[config.mk]
export PLATFORM = sky130hd
export DESIGN_NAME = sreg_writeback
export DESIGN_NICKNAME = d
export VERILOG_FILES = /design/src/rtl/sreg_writeback.sv
export SDC_FILE = /design/constraint.sdc
export NUM_CORES = 1
export LEC_CHECK = 0
export ABC_CLOCK_PERIOD_IN_PS = 2800
export BUFFER_PORTS_ARGS = -buffer_cell sky130_fd_sc_hd__buf_4
export CORE_MARGIN = 2
export CORE_UTILIZATION = 59
export CTS_CLUSTER_DIAMETER = 60
export DETAILED_ROUTE_END_ITERATION = 12
export PLACE_DENSITY = 0.91
export SETUP_SLACK_MARGIN = 0.15
export SLEW_MARGIN = 20
export SYNTH_ARGS = -nofsm -noshare
export SYNTH_HDL_FRONTEND = slang
export SYNTH_SLANG_ARGS = --single-unit
[constraint.sdc]
create_clock -name clk -period 2.8 [get_ports clk]
set_clock_uncertainty 0.2 [all_clocks]
set_input_delay 0.42 -clock clk [delete_from_list [all_inputs] [get_ports clk]]
set_output_delay 0.42 -clock clk [all_outputs]
set_load 0.03 [all_outputs]
[src/rtl/sreg_writeback.sv]
// Register-file writeback stage: merges ALU results and formatted load data into a
// single registered write port. A small load queue sits in front of the arbiter.
module sreg_writeback #(
    parameter int DATA_WIDTH = 32,
    parameter int LQ_DEPTH   = 2
) (
    input  logic                  clk,
    input  logic                  rst_n,
    input  logic                  alu_valid_i,
    output logic                  alu_ready_o,
    input  logic [4:0]            alu_rd_addr_i,
    input  logic [DATA_WIDTH-1:0] alu_data_i,
    input  logic                  lsu_valid_i,
    output logic                  lsu_ready_o,
    input  logic [4:0]            lsu_rd_addr_i,
    input  logic [DATA_WIDTH-1:0] lsu_data_i,
    input  logic [2:0]            lsu_funct3_i,
    input  logic [1:0]            lsu_byte_off_i,
    output logic                  reg_write_o,
    output logic [4:0]            rd_addr_o,
    output logic [DATA_WIDTH-1:0] rd_data_o,
    output logic                  idle_o
);
    // Both inputs use valid/ready: a transfer happens on a rising edge where valid and
    // ready are both high; the sender keeps its payload stable until that edge.

    localparam int PW = $clog2(LQ_DEPTH);
    localparam int CW = PW + 1;
    localparam logic [CW-1:0] FULL_CNT = CW'(LQ_DEPTH);

    logic [4:0]            r_q_rd   [LQ_DEPTH];
    logic [DATA_WIDTH-1:0] r_q_data [LQ_DEPTH];
    logic [PW-1:0]         r_wr_ptr;
    logic [PW-1:0]         r_rd_ptr;
    logic [CW-1:0]         r_count;
    logic [1:0]            r_starve;
    logic                  r_wr;
    logic [4:0]            r_rd;
    logic [DATA_WIDTH-1:0] r_data;

    logic                  w_q_empty;
    logic                  w_force_alu;
    logic                  w_alu_ready;
    logic                  w_lsu_ready;
    logic                  w_grant_alu;
    logic                  w_grant_q;
    logic                  w_push;
    logic [DATA_WIDTH-1:0] w_shifted;
    logic [7:0]            w_byte;
    logic [15:0]           w_half;
    logic [DATA_WIDTH-1:0] w_fmt;
    logic [1:0]            w_starve_nxt;

    // Load formatting happens once at push so the queue only ever holds final values.
    always_comb begin
        w_shifted = lsu_data_i >> {lsu_byte_off_i, 3'b000};
        w_byte    = w_shifted[7:0];
        w_half    = lsu_byte_off_i[1] ? lsu_data_i[31:16] : lsu_data_i[15:0];
        case (lsu_funct3_i)
            3'b000:  w_fmt = {{(DATA_WIDTH-8){w_byte[7]}}, w_byte};
            3'b100:  w_fmt = {{(DATA_WIDTH-8){1'b0}}, w_byte};
            3'b001:  w_fmt = {{(DATA_WIDTH-16){w_half[15]}}, w_half};
            3'b101:  w_fmt = {{(DATA_WIDTH-16){1'b0}}, w_half};
            default: w_fmt = lsu_data_i;
        endcase
    end

    assign w_q_empty   = (r_count == '0);
    assign w_force_alu = (r_starve == 2'd2);
    assign w_alu_ready = w_q_empty | w_force_alu;
    assign w_lsu_ready = (r_count != FULL_CNT);
    assign w_grant_alu = alu_valid_i & w_alu_ready;
    assign w_grant_q   = ~w_q_empty & ~w_grant_alu;
    assign w_push      = lsu_valid_i & w_lsu_ready;

    // Counts queue grants taken while the ALU was waiting; saturates at the force level.
    always_comb begin
        w_starve_nxt = r_starve;
        if (!alu_valid_i || w_grant_alu) begin
            w_starve_nxt = 2'd0;
        end else if (w_grant_q && !w_force_alu) begin
            w_starve_nxt = r_starve + 2'd1;
        end
    end

    always_ff @(posedge clk or negedge rst_n) begin
        if (!rst_n) begin
            for (int i = 0; i < LQ_DEPTH; i++) begin
                r_q_rd[i]   <= '0;
                r_q_data[i] <= '0;
            end
            r_wr_ptr <= '0;
            r_rd_ptr <= '0;
            r_count  <= '0;
            r_starve <= '0;
        end else begin
            if (w_push) begin
                r_q_rd[r_wr_ptr]   <= lsu_rd_addr_i;
                r_q_data[r_wr_ptr] <= w_fmt;
                r_wr_ptr           <= r_wr_ptr + PW'(1);
            end
            if (w_grant_q) begin
                r_rd_ptr <= r_rd_ptr + PW'(1);
            end
            case ({w_push, w_grant_q})
                2'b10:   r_count <= r_count + CW'(1);
                2'b01:   r_count <= r_count - CW'(1);
                default: r_count <= r_count;
            endcase
            r_starve <= w_starve_nxt;
        end
    end

    // Writes to x0 still move through the output register but never assert the enable.
    always_ff @(posedge clk or negedge rst_n) begin
        if (!rst_n) begin
            r_wr   <= 1'b0;
            r_rd   <= '0;
            r_data <= '0;
        end else if (w_grant_alu) begin
            r_wr   <= (alu_rd_addr_i != 5'd0);
            r_rd   <= alu_rd_addr_i;
            r_data <= alu_data_i;
        end else if (w_grant_q) begin
            r_wr   <= (r_q_rd[r_rd_ptr] != 5'd0);
            r_rd   <= r_q_rd[r_rd_ptr];
            r_data <= r_q_data[r_rd_ptr];
        end else begin
            r_wr   <= 1'b0;
        end
    end

    assign alu_ready_o = w_alu_ready;
    assign lsu_ready_o = w_lsu_ready;
    assign reg_write_o = r_wr;
    assign rd_addr_o   = r_rd;
    assign rd_data_o   = r_data;
    assign idle_o      = w_q_empty & ~r_wr;

endmodule

==> impl_metrics.json <==
{
  "status": "finished, final reports clean",
  "max_slew.worst_pin.slew_ns": 0.7538,
  "wire_per_inst_microns": 20.52,
  "ant_nets": 0,
  "syn_area_sq_um": 5703,
  "n_antenna_cell": 0,
  "ys_seq_elements": 118,
  "ys_top_cells_by_area": "dfrtp_1, mux2i_1, a221o_1",
  "antenna_found_initial": 0,
  "p_leak_uw": 0.003715,
  "yosysTopAreaCellShare_pct": 51.78,
  "path_class": "flop to flop",
  "avgViaCountPerCell": 6.275,
  "async_flop_share_pct": 100.0,
  "ys_seq_area_share_pct": 51.78,
  "fin_setup_tns_ns": 0,
  "combPwrFrac_pct": 41.9,
  "grt_use_total_pct": 35.25,
  "critPathRequiredTime_ns": 3.02,
  "reg2regPathDepth": 5,
  "final-hold-violation-count": 0,
  "nets": 798,
  "cts_htree_levels": 4,
  "cts_buffer_depth": 2,
  "rsz0062_at_grt": "false",
  "drive_above_1_share_pct": 27.79,
  "ir_worst_vdd_mv": 0.6084,
  "layout_common_cells": "buf_4, dfrtp_1, nor2_1, nand2_1, mux2i_1",
  "cp-start-kind": "flop",
  "cts_tree": "done",
  "root_buffer": "clkbuf_8",
  "setup.worst_path.start": "r_count[1]$_DFFE_PN0P_",
  "core_sq_um": 9328,
  "p_int_uw": 5815,
  "rows": 35,
  "synth_largest_area_cell": "dfrtp_1",
  "endpoint": "r_q_data[13]$_DFFE_PN0P_",
  "synth_edf_count": 0,
  "dr_total_vias": 5371,
  "die_w_microns": 102.3,
  "first_pass_iters": 5,
  "final_common_cell": "buf_4",
  "clock_latency_ns": 0.53,
  "ys.flop_type": "dfrtp_1",
  "portBuffers": 123,
  "clk_pin_slew_worst_paths_ns": 0.06,
  "cts_setup_buffers": 0,
  "gp_congestion": 0.9085,
  "p_sw_uw": 3678,
  "relSlewSlack_pct": 49.75,
  "grt_pass1_wl_microns": 27680,
  "numCtsBuffers": 17,
  "yosys_warnings": 0,
  "min_period_ns": 2.440,
  "worstPathArrival_ns": 2.66,
  "r2r_slack_ns": 0.36,
  "drt_iter0_drc": 596,
  "grt_max_degree": 57,
  "cp-end-kind": "flop",
  "regToRegEndpoint": "r_q_data[13]$_DFFE_PN0P_",
  "cap_viol_max_count": 0,
  "grt_pass1_vias": 5369,
  "routed_wl_microns": 17570,
  "syn-instance-count": 551,
  "area_growth_pct": 37.63,
  "die_y_microns": 102.3,
  "syn_avg_cell_area_sq_um": 10.35,
  "die_area_sq_um": 10470,
  "period_share_pct": 87.13,
  "path_max_fanout": 11,
  "switching_share_pct": 38.74,
  "rr_startpoint": "r_count[1]$_DFFE_PN0P_",
  "finalMaxSlewViolations": 0,
  "grt_remaining_overflow": 0,
  "power_density_nw_per_um2": 1209,
  "max_freq_mhz": 409.9,
  "p_clk_share_pct": 24.2,
  "worst_slack_ns": 0.3603,
  "dpl_worst_slack_ns": 0.4533,
  "hp-class": "input pin to flop",
  "ios": 124,
  "final-setup-viol-count": 0,
  "cts_sinks": 118,
  "placed_area_sq_um": 6738,
  "finalInstanceArea_sq_um": 7849,
  "netlist-cell-type-count": 46,
  "initial_core_util_pct": 61.14,
  "hpwlAfterDp_microns": 10360,
  "mappedNetlistNets": 635,
  "drc_errors": 0,
  "seqPwrFrac_pct": 33.9
}
==> power by group through the flow <==
| stage | clock [uW] | combinational, uW | sequential (uW) |
|---|---|---|---|
| detailed placement | 0 | 3770 | 3170 |
| global placement | 0 | 3640 | 3110 |
| finish | 2300 | 3980 | 3220 |
| floorplan | 0 | 2240 | 3480 |
| CTS | 2310 | 3910 | 3170 |
| global route | 2390 | 4270 | 3290 |
==> synthesized netlist by cell type (2+ instances only) <==
library cell  instances
a211oi_1              2
a21oi_1              39
a21oi_2               2
a221o_1              37
and2_1                2
and3_1                2
buf_2                14
buf_6                 3
clkbuf_1             22
clkbuf_2              2
dfrtp_1             118
inv_1                 6
mux2_2               19
mux2i_1              50
nand2_1              77
nand2b_1             12
nand3b_1              2
nor2_1               77
nor2b_1               5
nor3_1                4
nor3b_1               2
o21ai_0               5
o221ai_1             13
o22ai_1               7
o31ai_1               2
o31ai_4               2
or2_2                 5
or3_1                 2
==> layer usage <==
layer  vias up  track usage, %  part of all wire (%)
li1       2297               -                     -
met1      2596           46.46                    39
met2       396           55.31                    47
met3        82           6.635                   9.2
met4         0           19.69                   4.6
met5         -               0                     0
==> worst max-delay path: stages, from the launching register on <==
cell and delay (ns):
dfrtp_1 0.48, nor2b_1 0.21, inv_1 0.17, and3_1 0.58, nand3b_1 0.40, o221ai_1 0.30
==> flip-flops by register name, indices dropped and copies added (netlist names) <==
| register | cells |
|---|---|
| rd_addr_o | 5 |
| r_count | 2 |
| r_q_rd | 10 |
| r_q_data | 64 |
| r_starve | 2 |
| r_wr_ptr | 1 |
| reg_write_o | 1 |
| r_rd_ptr | 1 |
| rd_data_o | 32 |
==> cell type report <==
type                            instances  area [sq um]
Clock buffer                           21         459.2
Clock inverter                         11         171.4
Fill cell                             469          1479
Inverter                                6         22.52
Multi-Input combinational cell        385          2539
Sequential cell                       118          2954
Tap cell                              129         161.4
Timing Repair Buffer                  186          1541
==> worst min-delay path by stage <==
stage / from / end / slack (ns) / cells past startpoint
6_report: lsu_data_i[20] / r_q_data[52]$_DFFE_PN0P_ / 0.01 / 3
5_1_grt: lsu_data_i[20] / r_q_data[52]$_DFFE_PN0P_ / 0.02 / 3
4_1_cts: lsu_data_i[20] / r_q_data[52]$_DFFE_PN0P_ / 0.002 / 3
3_5_place_dp: rst_n / r_count[1]$_DFFE_PN0P_ / 0.21 / 1
3_3_place_gp: rst_n / r_count[0]$_DFFE_PN0P_ / 0.20 / 1
2_1_floorplan: rst_n / r_count[0]$_DFFE_PN0P_ / -0.08 / 0
==> timing repair <==
action,in CTS,in global routing
gates resized for setup,0,0
hold endpoints to repair,91,0
hold buffers,48,0
==> kinds of logic after synthesis <==
| group | Yosys count | synth area share (%) |
|---|---|---|
| buf+inv | 48 | 3.905 |
| simple gates | 197 | 15.23 |
| xor+xnor | 1 | 0.1536 |
| mux | 70 | 12.92 |
| fa+ha+maj | 1 | 0.2194 |
| flops | 118 | 51.78 |
| compound gates | 116 | 15.80 |
==> stage by stage <==
stage          utilization, %  hold slack (ns)  instances  total power, uW
2_1_floorplan               -         -0.07559        551             5715
3_5_place_dp            72.23           0.2125        776             6946
5_1_grt                 84.14          0.01738        856             9949
4_1_cts                 84.14         0.002282        856             9391
3_3_place_gp            72.23           0.2040        776             6752
6_report                84.14          0.01162        856             9493
Note: power is estimated with default switching activity, not from simulation.
